### src/rtl/dec_asc_pkg.sv
// Shared types and ASCII constants for the transmit-side BCD-to-ASCII formatter.
package dec_asc_pkg;

  typedef enum logic [2:0] {
    IDLE,
    ISSUE,
    WAIT_HI,
    WAIT_LO,
    DONE
  } state_t;

  localparam logic [7:0] ASC_ZERO  = 8'h30;
  localparam logic [7:0] ASC_QMARK = 8'h3F;
  localparam logic [7:0] ASC_CR    = 8'h0D;
  localparam logic [7:0] ASC_LF    = 8'h0A;

endpackage

### src/rtl/dec_to_asc.sv
// Combinational BCD digit to ASCII encoder; the inverse of the RX-side ASCII decode.
module dec_to_asc
  import dec_asc_pkg::*;
(
  input  logic [3:0] iDigit,
  output logic [7:0] oAscii,
  output logic       oInvalid
);

  always_comb begin
    oInvalid = (iDigit > 4'd9);
    oAscii   = oInvalid ? ASC_QMARK : (ASC_ZERO + {4'h0, iDigit});
  end

endmodule

### src/rtl/dec_to_asc_tx.sv
// Latches a packed BCD value and streams it MS digit first (optionally followed by CR LF)
// into uart_tx through its start/busy handshake.
module dec_to_asc_tx
  import dec_asc_pkg::*;
#(
  parameter int DIGITS      = 4,
  parameter int APPEND_CRLF = 1,
  parameter int LZ_SUPPRESS = 0
) (
  input  logic                  iClk,
  input  logic                  iRst_n,
  input  logic                  iStart,
  input  logic [4*DIGITS-1:0]   iBcd,
  input  logic                  iTxBusy,
  output logic                  oTxStart,
  output logic [7:0]            oTxData,
  output logic                  oBusy,
  output logic                  oDone,
  output logic                  oErr
);

  localparam int IW    = $clog2(DIGITS + 3);
  localparam int NCHAR = DIGITS + 2 * APPEND_CRLF;
  localparam logic [IW-1:0] LAST_IDX = IW'(NCHAR - 1);
  localparam logic [IW-1:0] LAST_DIG = IW'(DIGITS - 1);
  localparam logic [IW-1:0] CR_IDX   = IW'(DIGITS);

  state_t                state_q, state_d;
  logic [IW-1:0]         idx_q, idx_d;
  logic [4*DIGITS-1:0]   bcd_q, bcd_d;
  logic                  supp_q, supp_d;
  logic                  txstart_q, txstart_d;
  logic [7:0]            txdata_q, txdata_d;
  logic                  busy_q, busy_d;
  logic                  done_q, done_d;
  logic                  err_q, err_d;

  logic [3:0]            dig;
  logic [7:0]            dig_asc;
  logic                  dig_bad;
  logic [7:0]            cur_char;
  logic                  skip;

  // Index 0 addresses the most significant digit.
  always_comb begin
    dig = '0;
    for (int unsigned i = 0; i < DIGITS; i++) begin
      if (idx_q == IW'(i)) dig = bcd_q[4*(DIGITS-1-i) +: 4];
    end
  end

  dec_to_asc u_conv (
    .iDigit   (dig),
    .oAscii   (dig_asc),
    .oInvalid (dig_bad)
  );

  always_comb begin
    if (idx_q < CR_IDX)       cur_char = dig_asc;
    else if (idx_q == CR_IDX) cur_char = ASC_CR;
    else                      cur_char = ASC_LF;
  end

  // Digit 0 (the last digit index) is never suppressed.
  assign skip = (LZ_SUPPRESS != 0) && supp_q && (idx_q < LAST_DIG) && (dig == 4'd0);

  always_comb begin
    state_d   = state_q;
    idx_d     = idx_q;
    bcd_d     = bcd_q;
    supp_d    = supp_q;
    txstart_d = 1'b0;
    txdata_d  = txdata_q;
    busy_d    = busy_q;
    done_d    = 1'b0;
    err_d     = err_q;
    unique case (state_q)
      IDLE: begin
        if (iStart) begin
          bcd_d   = iBcd;
          idx_d   = '0;
          err_d   = 1'b0;
          busy_d  = 1'b1;
          supp_d  = 1'b1;
          state_d = ISSUE;
        end
      end
      ISSUE: begin
        if (skip) begin
          idx_d = idx_q + 1'b1;
        end else if (!iTxBusy) begin
          txstart_d = 1'b1;
          txdata_d  = cur_char;
          if (idx_q < CR_IDX) begin
            supp_d = 1'b0;
            if (dig_bad) err_d = 1'b1;
          end
          state_d = WAIT_HI;
        end
      end
      WAIT_HI: begin
        if (iTxBusy) state_d = WAIT_LO;
      end
      WAIT_LO: begin
        if (!iTxBusy) begin
          if (idx_q == LAST_IDX) begin
            busy_d  = 1'b0;
            done_d  = 1'b1;
            state_d = DONE;
          end else begin
            idx_d   = idx_q + 1'b1;
            state_d = ISSUE;
          end
        end
      end
      DONE:    state_d = IDLE;
      default: state_d = IDLE;
    endcase
  end

  always_ff @(posedge iClk) begin
    if (!iRst_n) begin
      state_q   <= IDLE;
      idx_q     <= '0;
      bcd_q     <= '0;
      supp_q    <= 1'b0;
      txstart_q <= 1'b0;
      txdata_q  <= '0;
      busy_q    <= 1'b0;
      done_q    <= 1'b0;
      err_q     <= 1'b0;
    end else begin
      state_q   <= state_d;
      idx_q     <= idx_d;
      bcd_q     <= bcd_d;
      supp_q    <= supp_d;
      txstart_q <= txstart_d;
      txdata_q  <= txdata_d;
      busy_q    <= busy_d;
      done_q    <= done_d;
      err_q     <= err_d;
    end
  end

  assign oTxStart = txstart_q;
  assign oTxData  = txdata_q;
  assign oBusy    = busy_q;
  assign oDone    = done_q;
  assign oErr     = err_q;

endmodule

### config.mk
export PLATFORM = sky130hd
export DESIGN_NAME = dec_to_asc_tx
export DESIGN_NICKNAME = d
export VERILOG_FILES = /design/src/rtl/dec_asc_pkg.sv /design/src/rtl/dec_to_asc.sv /design/src/rtl/dec_to_asc_tx.sv
export SDC_FILE = /design/constraint.sdc
export NUM_CORES = 1
export LEC_CHECK = 0
export BUFFER_PORTS_ARGS = -buffer_cell sky130_fd_sc_hd__buf_4
export CAP_MARGIN = 20
export CORE_ASPECT_RATIO = 0.5
export CORE_UTILIZATION = 50
export DETAILED_ROUTE_END_ITERATION = 8
export PLACE_DENSITY = 0.77
export SKIP_LAST_GASP = 1
export SLEW_MARGIN = 20
export SYNTH_ARGS = -nofsm -noshare
export SYNTH_HDL_FRONTEND = slang
export SYNTH_SLANG_ARGS = --single-unit
export TNS_END_PERCENT = 10
### constraint.sdc
create_clock -name iClk -period 5.7 [get_ports iClk]
set_clock_uncertainty 0.1 [all_clocks]
set_input_delay 0.855 -clock iClk [delete_from_list [all_inputs] [get_ports iClk]]
set_output_delay 0.855 -clock iClk [all_outputs]
set_load 0.05 [all_outputs]
# Word level (Yosys, flattened, before mapping)
# Cells that the tools add are included.
[totals]
reg_bits = 34
input_bits = 20
output_inout_bits = 12
word_cells = 71
[op_classes]
addsub = 2
n_lt_le_gt_ge = 2
eq_ne = 16
mux = 28
bitwise = 3
n_reduce_logical = 12
[op_table]
columns = ["operator", "count"]
rows = [
  ["$mux 3", 9],
  ["$mux 4", 4],
  ["$mux 8", 2],
  ["$ne 2x2->1 const B", 8],
  ["$eq 3x2->1 const B", 4],
  ["$pmux 3 s4", 1],
  ["$reduce_and 4->1", 3],
  ["$mux 1", 9],
  ["$add 6x4->7 const A", 1],
  ["$eq 3x1->1 const B", 2],
  ["$eq 3x3->1 const B", 2],
  ["$logic_not 3->1", 2],
  ["$pmux 3 s2", 1],
  ["$reduce_and 2->1", 3],
  ["$reduce_and 5->1", 1],
  ["$gt 4x4->1 const B", 1],
  ["$pmux 1 s2", 2],
  ["$reduce_bool 2->1", 2],
  ["$add 3x1->3 const B", 1],
  ["$lt 3x3->1 const B", 1],
  ["$not 1->1", 3],
  ["$reduce_or 3->1", 1],
]

# Longest topological paths before layout
[logic_depth]
depth_word = 10
depth_mapped = 8
ltp_nobuf = 6

# Hierarchy
# A second synthesis with hierarchy kept.
[unflattened]
hier_cells = 193
area_unflattened_um2 = 1671.6
[modules_own_cells]
columns = ["module", "n_inst", "cells_each", "area_per_inst_um2", "seq_area_each_um2"]
rows = [
  ["dec_to_asc_tx", 1, 182, 1599.0, 680.7],
  ["dec_to_asc", 1, 11, 72.6, 0.0],
]

# Worst setup path before layout
# No wires, ideal clock.
[synth_timing]
path_kind = "input to register"
startpoint = "input port iStart"
endpoint = "register err_q, in the netlist oErr"
setup_time_ns = 0.130
arrival_ns = 1.917
required_ns = 5.470
path_slack_ns = 3.553
stages = 7
path_buffers = 3
cell_sequence = "or3b_1 buf_2 or2_1 buf_6 buf_6 nand3_1 nand2_1"
[synth_via]
elab_chain_cells = 2
[synth_rtl]
columns = ["element", "line", "text"]
rows = [
  ["from (decl)", "dec_to_asc_tx.sv:12", "input logic iStart,"],
  ["$ne 2x2->1 (no source line)", "--", ""],
  ["$reduce_and 5->1 (no source line)", "--", ""],
  ["to (signal assigned)", "dec_to_asc_tx.sv:141", "err_q <= err_d;"],
  ["to (decl)", "dec_to_asc_tx.sv:36", "logic err_q, err_d;"],
]
# No other way between the ends.
# A chain may end at the register's enable or synchronous reset.

# Worst setup path after layout
[layout_timing]
startpoint = "input port iStart"
endpoint = "register bcd_q[1]"
[layout_via]
elab_chain_cells = 1
[layout_rtl]
columns = ["element", "line", "text"]
rows = [
  ["$reduce_and 2->1 (no source line)", "--", ""],
  ["to (signal assigned)", "dec_to_asc_tx.sv:125", "bcd_q <= '0;"],
  ["to (signal assigned)", "dec_to_asc_tx.sv:135", "bcd_q <= bcd_d;"],
  ["to (decl)", "dec_to_asc_tx.sv:30", "logic [4*DIGITS-1:0] bcd_q, bcd_d;"],
]
# No other way between the ends.

==> results_dict.tcl <==
set metrics [dict create \
    finalSetupTns_ns 0 \
    grt_util_all_layers_pct 21.3 \
    rsz0062_at_grt "no" \
    crit_path_max_incr_delay_ns 0.49 \
    power_frac_clock_pct 37.7 \
    cpMaxStageDelayCell "or2_1" \
    postCtsSetupRepairBufs 0 \
    netlist_top_cells_area "dfxtp_1, nand2_1, a21oi_1, ha_1, nor2b_1" \
    cap_violations 0 \
    vias 1406 \
    ant_nets 0 \
    worstPathMaxFanout 18 \
    synth-seq-cells 31 \
    wl_mm 3.26 \
    gp_congestion 0.867 \
    port-buffer-count 29 \
    multi_input_area_um2 846 \
    cp_data_required_time_ns 5.73 \
    rows 13 \
    status "finished clean" \
    ys_warn_count 0 \
    final_net_count 242 \
    crit_path_end "bcd_q[1]" \
    routed_via_density 5.51 \
    cts_resized 0 \
    yosys.area.top_type_share_pct 39.5 \
    syn_avg_cell_area_um2 8.06 \
    slew_viol_final 0 \
    dieHeight_um 41.6 \
    switching_power_mw 0.132 \
    pwr-share-seq_pct 47.9 \
    reg2reg_slack_ns 3.69 \
    max_freq_mhz 473 \
    overflow 0 \
    peakVddDrop_mv 0.146 \
    synth.distinct_cells 39 \
    max_slew_margin_pct 49.0 \
    netlist_area_mm2 0.00157 \
    clockBufferDepth 2 \
    core_mm2 0.00278 \
    crit_chain "buf_4, or3b_1, or2_1, nand2_1, a21oi_1" \
    place_hpwl_mm 2.30 \
    cts.clk_slew.worst_paths_ns 0.06 \
    crit_start "iStart" \
    cts_root_buf "clkbuf_8" \
    ctsHoldBuffers 0 \
    drtPass1Iterations 4 \
    intPower_mw 0.367 \
    fillers 268 \
    crit_type "input pin to flop" \
    drive_gt1_share_pct 17.9 \
    cts_buffers 5 \
    power_mw 0.499 \
    drt-initial-drc-count 57 \
    path_delay_family "simple AND/OR/NAND/NOR gates" \
    io_pins 32 \
    antenna_found_initial 0 \
    grt_pass1_wl_mm 5.45 \
    yosys.area.top_type "dfxtp_1" \
    start_util_pct 56.5 \
    rr_worst_depth 6 \
    timing.final.hold_violations 0 \
    setup_violations 0 \
    die_area_mm2 0.00338 \
    grt_pass1_vias 1174 \
    powerDensity_mw_per_mm2 269 \
    diodes 0 \
    die_w_um 81.3 \
    yosysSeqAreaShare_pct 39.5 \
    fin_hold_ws_ns 0.360 \
    grt_max_degree 25 \
    dpl_worst_slack_ns 3.32 \
    fin_crit_sh_pct 37.1 \
    p_leak_nw 0.753 \
    reg2reg_from "idx_q[2]" \
    synth_edf_count 0 \
    final.min_clock_period_ns 2.11 \
    wl_per_cell_um 12.8 \
    path_buf_inv 1 \
    drc 0 \
    syn_to_final_growth_pct 17.9 \
    cts_htree_levels 2 \
    clk_latency_ns 0.27 \
    setup_ws_ns 3.59 \
    switching_share_pct 26.4 \
    hp-class "flop to flop" \
    worst_slew_pin_slew_ns 0.763 \
    async_flop_share_pct 0 \
    synth_flop_cell "dfxtp_1" \
    worst-path-stages 5 \
    netlist_instances 195 \
    regArea_um2 621 \
    cp.arrival_ns 2.14 \
    share_comb_of_total_power_pct 14.5 \
    final_core_util_pct 66.6 \
    clock-sinks 31 \
    r2r_end "oTxData[1]" \
    cts_tree "built" \
    end_kind "flop" \
    cp-start-kind "input pin" \
]
[state kept, by name, indices dropped and copies added (netlist names)]
name,flops
idx_q,3
oDone,1
oTxData,5
oBusy,1
oErr,1
oTxStart,1
state_q,3
bcd_q,16
[logic make-up (layout without fill, tap and decap cells)]
family	count (synthesis)	after routing	share of synthesized area [%]
other	1	2	0.239
buffers and inverters	21	43	6.93
adder cells (fa/ha/maj)	5	5	3.98
AND/OR/NAND/NOR	75	75	25.7
flip-flops	31	31	39.5
AO/OA/AOI/OAI	62	62	23.6
[layer usage]
| layer | vias up | track usage [%] | part of all wire (%) |
|---|---|---|---|
| met1 | 651 | 30.6 | 51 |
| met2 | 39 | 30.7 | 42 |
| met5 | - | 0 | 0 |
| met4 | 0 | 4.29 | 0.31 |
| li1 | 714 | - | - |
| met3 | 2 | 7.25 | 6.6 |
[worst reg2reg max path, cell delays in order (launching register included)]
cell,delay [ns]
dfxtp_1,0.51
inv_1,0.14
ha_1,0.34
or2_1,0.28
a32oi_1,0.23
o311ai_1,0.15
a31oi_1,0.17
[power groups by stage]
| stage | logic [mW] | registers [mW] | clock network [mW] |
|---|---|---|---|
| 6_report | 0.0721 | 0.239 | 0.188 |
| 5_1_grt | 0.0797 | 0.240 | 0.205 |
| 4_1_cts | 0.0727 | 0.238 | 0.191 |
| 3_5_place_dp | 0.0719 | 0.243 | 0 |
| 3_3_place_gp | 0.0709 | 0.243 | 0 |
| 2_1_floorplan | 0.0475 | 0.249 | 0 |
[cell type report]
class / instances / share of cell area (%)
Multi-Input combinational cell: 144 / 45.6
Sequential cell: 31 / 33.5
Timing Repair Buffer: 29 / 11.7
Clock buffer: 8 / 5.40
Tap cell: 37 / 2.50
Inverter: 6 / 1.22
[through the flow]
| step | cell area (µm²) | instances |
|---|---|---|
| final | 1850 | 255 |
| after global routing | 1850 | 255 |
| after CTS | 1850 | 255 |
| after detailed placement | 1750 | 247 |
| after global placement | 1750 | 247 |
| after floorplan | 1580 | 196 |
[cells in the mapped netlist, types with 2 or more instances]
cell type / n
nand4bb_1: 2
a21o_1: 2
a21oi_1: 28
nor2b_1: 7
or3b_1: 2
and2_1: 2
o311ai_1: 2
o21ai_0: 4
nor3b_1: 2
dfxtp_1: 31
buf_2: 3
o21a_1: 4
buf_4: 3
a221oi_1: 2
buf_6: 2
a31oi_1: 2
nand2_1: 40
o21ai_1: 8
clkbuf_1: 7
nor3_1: 2
ha_1: 5
or2_1: 2
inv_1: 6
a211oi_1: 4
nand3_1: 3
nand3b_1: 5
nor2_1: 3
[how the worst min path moves through the flow]
stage | slack, ns | cells after the start | end | startpoint
final | 0.36 | 2 | bcd_q[8] | bcd_q[8]
after detailed placement | 0.35 | 2 | bcd_q[0] | bcd_q[0]
after CTS | 0.36 | 2 | bcd_q[0] | bcd_q[0]
after global placement | 0.34 | 2 | bcd_q[0] | bcd_q[0]
after global routing | 0.39 | 2 | bcd_q[14] | bcd_q[14]
after floorplan | 0.33 | 2 | bcd_q[0] | bcd_q[0]
[cell usage in the layout, fill, tap and decap left out, drive strengths merged]
master and count:
a211oi 4, a21boi 1, a21o 2, a21oi 29, a221oi 2, a22oi 1, a31oi 2, a32oi 1
and2 2, and3 1, and3b 1, buf 29, clkbuf 8, conb 2, dfxtp 31, ha 5
inv 6, nand2 40, nand2b 1, nand3 3, nand3b 5, nand4bb 2, nor2 4, nor2b 7
nor3 2, nor3b 2, nor4b 1, o211ai 1, o21a 4, o21ai 12, o22a 1, o311ai 2
or2 2, or3b 2
Note: power is estimated with default switching activity, not from simulation.
